==> src/rtl/bus_arbiter_pkg.sv <==
// Shared constants and types for the two-master peripheral-bridge arbiter.
// State encodings, master IDs and access-window bounds live here.
package bus_arbiter_pkg;

    typedef enum logic [1:0] {
        IDLE   = 2'd0,
        ACCESS = 2'd1,
        RESP   = 2'd2
    } state_t;

    localparam logic MASTER_CPU = 1'b0;
    localparam logic MASTER_AUX = 1'b1;

    localparam int ACC_LAT_MIN = 1;
    localparam int ACC_LAT_MAX = 15;
    localparam int CNT_W       = 4;

    typedef struct packed {
        logic [31:0] addr;
        logic [3:0]  byteen;
        logic [31:0] wdata;
        logic [31:0] pc;
    } bus_req_t;

    // Counter preload for an access window; out-of-range latencies are clamped.
    function automatic logic [CNT_W-1:0] lat_load(input int lat);
        int l;
        l = lat;
        if (l < ACC_LAT_MIN) l = ACC_LAT_MIN;
        if (l > ACC_LAT_MAX) l = ACC_LAT_MAX;
        return CNT_W'(l - 1);
    endfunction

endpackage

==> src/rtl/bus_arbiter_rr_pick.sv <==
// Combinational 2-way round-robin chooser. When a lock owner is valid only
// the owner's request is eligible; the other master waits.
module bus_arbiter_rr_pick
    import bus_arbiter_pkg::*;
(
    input  logic [1:0] req,
    input  logic       last_grant,
    input  logic       lock_vld,
    input  logic       lock_id,
    output logic       grant_valid,
    output logic       grant_id
);

    logic [1:0] eligible;

    always_comb begin
        eligible = req;
        if (lock_vld)
            eligible = (lock_id == MASTER_AUX) ? (req & 2'b10) : (req & 2'b01);

        grant_valid = |eligible;
        case (eligible)
            2'b01:   grant_id = MASTER_CPU;
            2'b10:   grant_id = MASTER_AUX;
            2'b11:   grant_id = ~last_grant;
            default: grant_id = MASTER_CPU;
        endcase
    end

endmodule

==> src/rtl/bus_arbiter.sv <==
// Two-master round-robin arbiter in front of the peripheral bridge port.
// Optional bus locking is enabled by defining BUS_ARB_LOCK_EN.
module bus_arbiter
    import bus_arbiter_pkg::*;
#(
    parameter int          ACCESS_LAT = 1,
    parameter logic [31:0] M1_PC      = 32'h0000_0000
)(
    input  logic        clk,
    input  logic        reset,
    input  logic        m0_req,
    input  logic [31:0] m0_addr,
    input  logic [3:0]  m0_byteen,
    input  logic [31:0] m0_wdata,
    input  logic [31:0] m0_pc,
    output logic        m0_ack,
    output logic [31:0] m0_rdata,
    input  logic        m1_req,
    input  logic [31:0] m1_addr,
    input  logic [3:0]  m1_byteen,
    input  logic [31:0] m1_wdata,
    output logic        m1_ack,
    output logic [31:0] m1_rdata,
`ifdef BUS_ARB_LOCK_EN
    input  logic        m0_lock,
    input  logic        m1_lock,
`endif
    output logic [31:0] s_addr,
    output logic [3:0]  s_byteen,
    output logic [31:0] s_wdata,
    output logic [31:0] s_pc,
    input  logic [31:0] s_rdata,
    output logic        busy
);

    localparam logic [CNT_W-1:0] LAT_LOAD = lat_load(ACCESS_LAT);

    state_t           state;
    logic             last_grant;
    logic             owner;
    logic [CNT_W-1:0] cnt;

    bus_req_t m0_bus, m1_bus, sel_bus;
    logic     grant_valid, grant_id;
    logic     lock_vld, lock_id;

    assign m0_bus  = '{addr: m0_addr, byteen: m0_byteen, wdata: m0_wdata, pc: m0_pc};
    assign m1_bus  = '{addr: m1_addr, byteen: m1_byteen, wdata: m1_wdata, pc: M1_PC};
    assign sel_bus = (grant_id == MASTER_AUX) ? m1_bus : m0_bus;

    bus_arbiter_rr_pick u_rr_pick (
        .req         ({m1_req, m0_req}),
        .last_grant  (last_grant),
        .lock_vld    (lock_vld),
        .lock_id     (lock_id),
        .grant_valid (grant_valid),
        .grant_id    (grant_id)
    );

`ifdef BUS_ARB_LOCK_EN
    logic sel_lock;
    assign sel_lock = (grant_id == MASTER_AUX) ? m1_lock : m0_lock;

    // Lock state follows the lock bit of every grant: while locked only the
    // owner can win, so an owner grant with lock=0 is the release point.
    always_ff @(posedge clk or posedge reset) begin
        if (reset) begin
            lock_vld <= 1'b0;
            lock_id  <= MASTER_CPU;
        end else if (state == IDLE && grant_valid) begin
            lock_vld <= sel_lock;
            lock_id  <= grant_id;
        end
    end
`else
    assign lock_vld = 1'b0;
    assign lock_id  = MASTER_CPU;
`endif

    always_ff @(posedge clk or posedge reset) begin
        if (reset) begin
            state      <= IDLE;
            last_grant <= MASTER_AUX;
            owner      <= MASTER_CPU;
            cnt        <= '0;
            s_addr     <= '0;
            s_byteen   <= '0;
            s_wdata    <= '0;
            s_pc       <= '0;
            m0_ack     <= 1'b0;
            m1_ack     <= 1'b0;
            m0_rdata   <= '0;
            m1_rdata   <= '0;
        end else begin
            case (state)
                IDLE: begin
                    if (grant_valid) begin
                        s_addr     <= sel_bus.addr;
                        s_byteen   <= sel_bus.byteen;
                        s_wdata    <= sel_bus.wdata;
                        s_pc       <= sel_bus.pc;
                        owner      <= grant_id;
                        last_grant <= grant_id;
                        cnt        <= LAT_LOAD;
                        state      <= ACCESS;
                    end
                end
                ACCESS: begin
                    // Write strobe is live for the first window cycle only.
                    s_byteen <= '0;
                    if (cnt == '0) begin
                        if (owner == MASTER_AUX) begin
                            m1_rdata <= s_rdata;
                            m1_ack   <= 1'b1;
                        end else begin
                            m0_rdata <= s_rdata;
                            m0_ack   <= 1'b1;
                        end
                        state <= RESP;
                    end else begin
                        cnt <= cnt - 1'b1;
                    end
                end
                RESP: begin
                    m0_ack <= 1'b0;
                    m1_ack <= 1'b0;
                    state  <= IDLE;
                end
                default: state <= IDLE;
            endcase
        end
    end

    assign busy = (state != IDLE);

endmodule

==> config.mk <==
export PLATFORM = sky130hd
export DESIGN_NAME = bus_arbiter
export DESIGN_NICKNAME = d
export VERILOG_FILES = /design/src/rtl/bus_arbiter_pkg.sv /design/src/rtl/bus_arbiter_rr_pick.sv /design/src/rtl/bus_arbiter.sv
export SDC_FILE = /design/constraint.sdc
export NUM_CORES = 1
export LEC_CHECK = 0
export BUFFER_PORTS_ARGS = -buffer_cell sky130_fd_sc_hd__buf_2
export CORE_AREA = 5 5 139 141
export DETAILED_ROUTE_END_ITERATION = 12
export DIE_AREA = 0 0 144 146
export PLACE_DENSITY = 0.8
export SYNTH_ARGS = -nofsm -noshare
export SYNTH_HDL_FRONTEND = slang
export SYNTH_SLANG_ARGS = --single-unit
==> constraint.sdc <==
create_clock -name clk -period 12.4 [get_ports clk]
set_input_delay 1.24 -clock clk [delete_from_list [all_inputs] [get_ports clk]]
set_output_delay 1.24 -clock clk [all_outputs]
set_load 0.01 [all_outputs]
==> flow_metrics.env <==
export IMPL_status="finished, final reports clean"
export IMPL_area_delta_synth_final_pct=36.33
export IMPL_grt_first_pass_wirelength_mm=31.26
export IMPL_ant_nets=0
export IMPL_first_global_vias=5943
export IMPL_grt_usage_pct=18.69
export IMPL_crit_buf_inv=2
export IMPL_critPathKind="in2reg"
export IMPL_overflow=0
export IMPL_power_leakage_nw=5.100
export IMPL_first_pass_iters=4
export IMPL_finalWirelength_mm=19.84
export IMPL_rows=49
export IMPL_cts_buffer_depth=2
export IMPL_dp_hpwl_mm=15.30
export IMPL_peakVddDrop_v=0.0001491
export IMPL_r2r_cells=6
export IMPL_gp_congestion=0.8648
export IMPL_rr_endpoint="s_addr[31]$_DFFE_PP0P_"
export IMPL_clk_latency_ps=410
export IMPL_crit_path_top_delay_cell="buf_4"
export IMPL_cp_top_family="buffers and inverters"
export IMPL_drc=0
export IMPL_die_x_um=144
export IMPL_die_height_um=146
export IMPL_fin_cells=1163
export IMPL_synth_simple_area_share_pct=5.185
export IMPL_antenna_found_initial=0
export IMPL_synth_cells=563
export IMPL_r2r_start="state[0]$_DFFE_PP0P_"
export IMPL_worst_clock_skew_ps=11.35
export IMPL_cts_buffers=17
export IMPL_p_per_area_mw_per_mm2=258.6
export IMPL_clk_pin_slew_ps=60
export IMPL_cts_sink_count=174
export IMPL_synthMuxAreaShare_pct=20.07
export IMPL_finalHoldViolations=0
export IMPL_portBuffers=370
export IMPL_htree_levels=4
export IMPL_r2r_setup_slack_ps=9770
export IMPL_regArea_mm2=0.004355
export IMPL_setup_viol=0
export IMPL_synthTopCellsByArea="dfrtp_1 60%, mux2i_1 10%, mux2_2 9.2%, o21ai_0 4.2%, a22o_1 4.0%"
export IMPL_layout_worst_path_cycle_share_pct=24.02
export IMPL_viasPerCell=4.850
export IMPL_required_ps=12660
export IMPL_fin_crit_ps=2978
export IMPL_synth_edf_count=0
export IMPL_cts_tree="built"
export IMPL_synth_xor_area_share_pct=0
export IMPL_whs_endpoint="s_addr[3]$_DFFE_PP0P_"
export IMPL_ys_seq_area_share_pct=60.16
export IMPL_synth_top_family_by_area="multiplexers"
export IMPL_start_kind="input pin"
export IMPL_rsz0062_at_grt="false"
export IMPL_start_util_pct=40.58
export IMPL_crit_path_cell_trace="buf_2, a21boi_4, buf_4, mux2i_1, o21ai_0"
export IMPL_async_flop_share_pct=100.0
export IMPL_tightest_slew_ps=1020
export IMPL_cts_setup_buffers=0
export IMPL_worst_hold_startpoint="s_addr[3]$_DFFE_PP0P_"
export IMPL_max_stage_delay_ps=820
export IMPL_slew_viol_final=0
export IMPL_arrival_ps=3240
export IMPL_die_area_mm2=0.02102
export IMPL_synth_top_cell_by_area="dfrtp_1"
export IMPL_synth_area_mm2=0.007239
export IMPL_synth_top_cell_area_share_pct=59.80
export IMPL_synth_distinct_cells=39
export IMPL_cp_max_fo=60
export IMPL_yosys_area_share_adder_pct=1.037
export IMPL_worst_setup_path_end_kind="flip-flop"
export IMPL_vias=5641
export IMPL_relSlewSlack_pct=31.99
export IMPL_cts_resized=0
export IMPL_syn_area_per_cell_um2=12.86
export IMPL_n_antenna_cell=0
export IMPL_drt_iter0_markers=243
export IMPL_synth_compound_area_share_pct=10.30
export IMPL_synth_nets=773
export IMPL_hold_depth=2
export IMPL_ys_ff_latch=174
export IMPL_layout_drive_gt1_share_pct=50.96
export IMPL_wl_per_cell_um=17.06
export IMPL_grt_max_degree=101
export IMPL_nNetsFinal=1132
export IMPL_multi_input_area_mm2=0.002671
export IMPL_io_pins=371
export IMPL_yosys_warnings=0
export IMPL_tns_ps=0
export IMPL_min_path_type="reg2reg"
export IMPL_post_place_cells=1132
export IMPL_core_area_mm2=0.01784
export IMPL_fmax_mhz=335.8
export IMPL_drv_cap=0
export IMPL_cts_hold_buffers=0
export IMPL_post_synth_top_count_cell="dfrtp_1"
export IMPL_fillers=1550
export IMPL_synth_ff_type="dfrtp_1"
export IMPL_clock_root_buffer="clkbuf_16"
export IMPL_synthTopCellsByCount="173 x dfrtp_1, 72 x mux2i_1, 65 x nand2_1, 61 x o21ai_0, 59 x mux2_2"
==> worst min-delay path, delay by kind of cell (launching register included) <==
family / cells / cell delay (ps)
flip-flops: 1 / 330
AND/OR/NAND/NOR: 1 / 40
AO/OA/AOI/OAI: 1 / 60
==> flip-flops by register name (all words and copies together) (netlist names) <==
signal	count
owner	1
m1_rdata	32
m0_rdata	32
m1_ack	1
last_grant	1
state	2
s_addr	32
s_pc	32
s_byteen	4
s_wdata	32
cnt	4
m0_ack	1
==> kinds of logic (layout without fill, tap and decap cells) <==
logic type,count (synthesis),after routing
DFF,174,174
muxes,137,137
AOI/OAI and AO/OA,117,117
and+or+nand+nor,82,82
buffers and inverters,47,418
adders and majority gates,6,6
==> area by class of cell <==
class | count | share of cell area, %
flip-flops and latches | 174 | 44.13
clock inverters | 13 | 1.826
repair buffers | 377 | 19.30
well taps | 229 | 2.903
clock buffers | 18 | 4.348
multi-input cells | 342 | 27.07
inverters | 10 | 0.4310
==> where the power goes <==
| part | total [W] | internal (W) | switching [W] |
|---|---|---|---|
| registers | 0.000987 | 0.000843 | 0.000144 |
| clock network | 0.000553 | 0.000323 | 0.000231 |
| logic | 0.00101 | 0.000463 | 0.000549 |
| total | 0.00255 | 0.00163 | 0.000924 |
==> metal layers <==
layer	routed length, um	vias up	track usage, %
li1	-	2723	-
met1	7992	2655	22.97
met2	9878	237	32.08
met3	1638	26	5.192
met4	333	0	5.179
met5	0	-	0
==> metrics by stage <==
step                total power (W)  util [%]  hold WS (ps)  setup WS [ps]  area [um^2]
floorplan                  0.001591         -         475.4           6445         7239
finish                     0.002553     55.32         471.4           9422         9869
global route               0.002730     55.32         494.9           9281         9869
detailed placement         0.002027     51.90         464.7           9017         9260
global placement           0.001987     51.90         456.5           9116         9260
CTS                        0.002585     55.32         479.0           9458         9869
==> cell usage in the layout, fill, tap and decap left out, types with 4 or more instances in the layout <==
cell / count
mux2_2: 59
nand2_1: 65
buf_4: 7
a22o_1: 33
inv_6: 4
dfrtp_1: 173
ha_1: 6
mux2i_1: 72
inv_1: 9
o21ai_0: 61
o2bb2ai_1: 4
buf_2: 370
o21ai_1: 8
clkbuf_16: 17
mux2_1: 6
==> worst max path at each step <==
stage | start | slack [ps] | depth (start not counted) | endpoint
final | m1_req | 9420 | 5 | s_addr[2]$_DFFE_PP0P_
after floorplan | reset | 6440 | 1 | cnt[0]$_DFFE_PP0P_
after global placement | m1_req | 9120 | 5 | s_addr[2]$_DFFE_PP0P_
after detailed placement | m1_req | 9020 | 5 | s_addr[2]$_DFFE_PP0P_
after CTS | m1_req | 9460 | 5 | s_addr[2]$_DFFE_PP0P_
after global routing | m1_req | 9280 | 5 | s_addr[19]$_DFFE_PP0P_
Power figures use the tool's default switching activity.
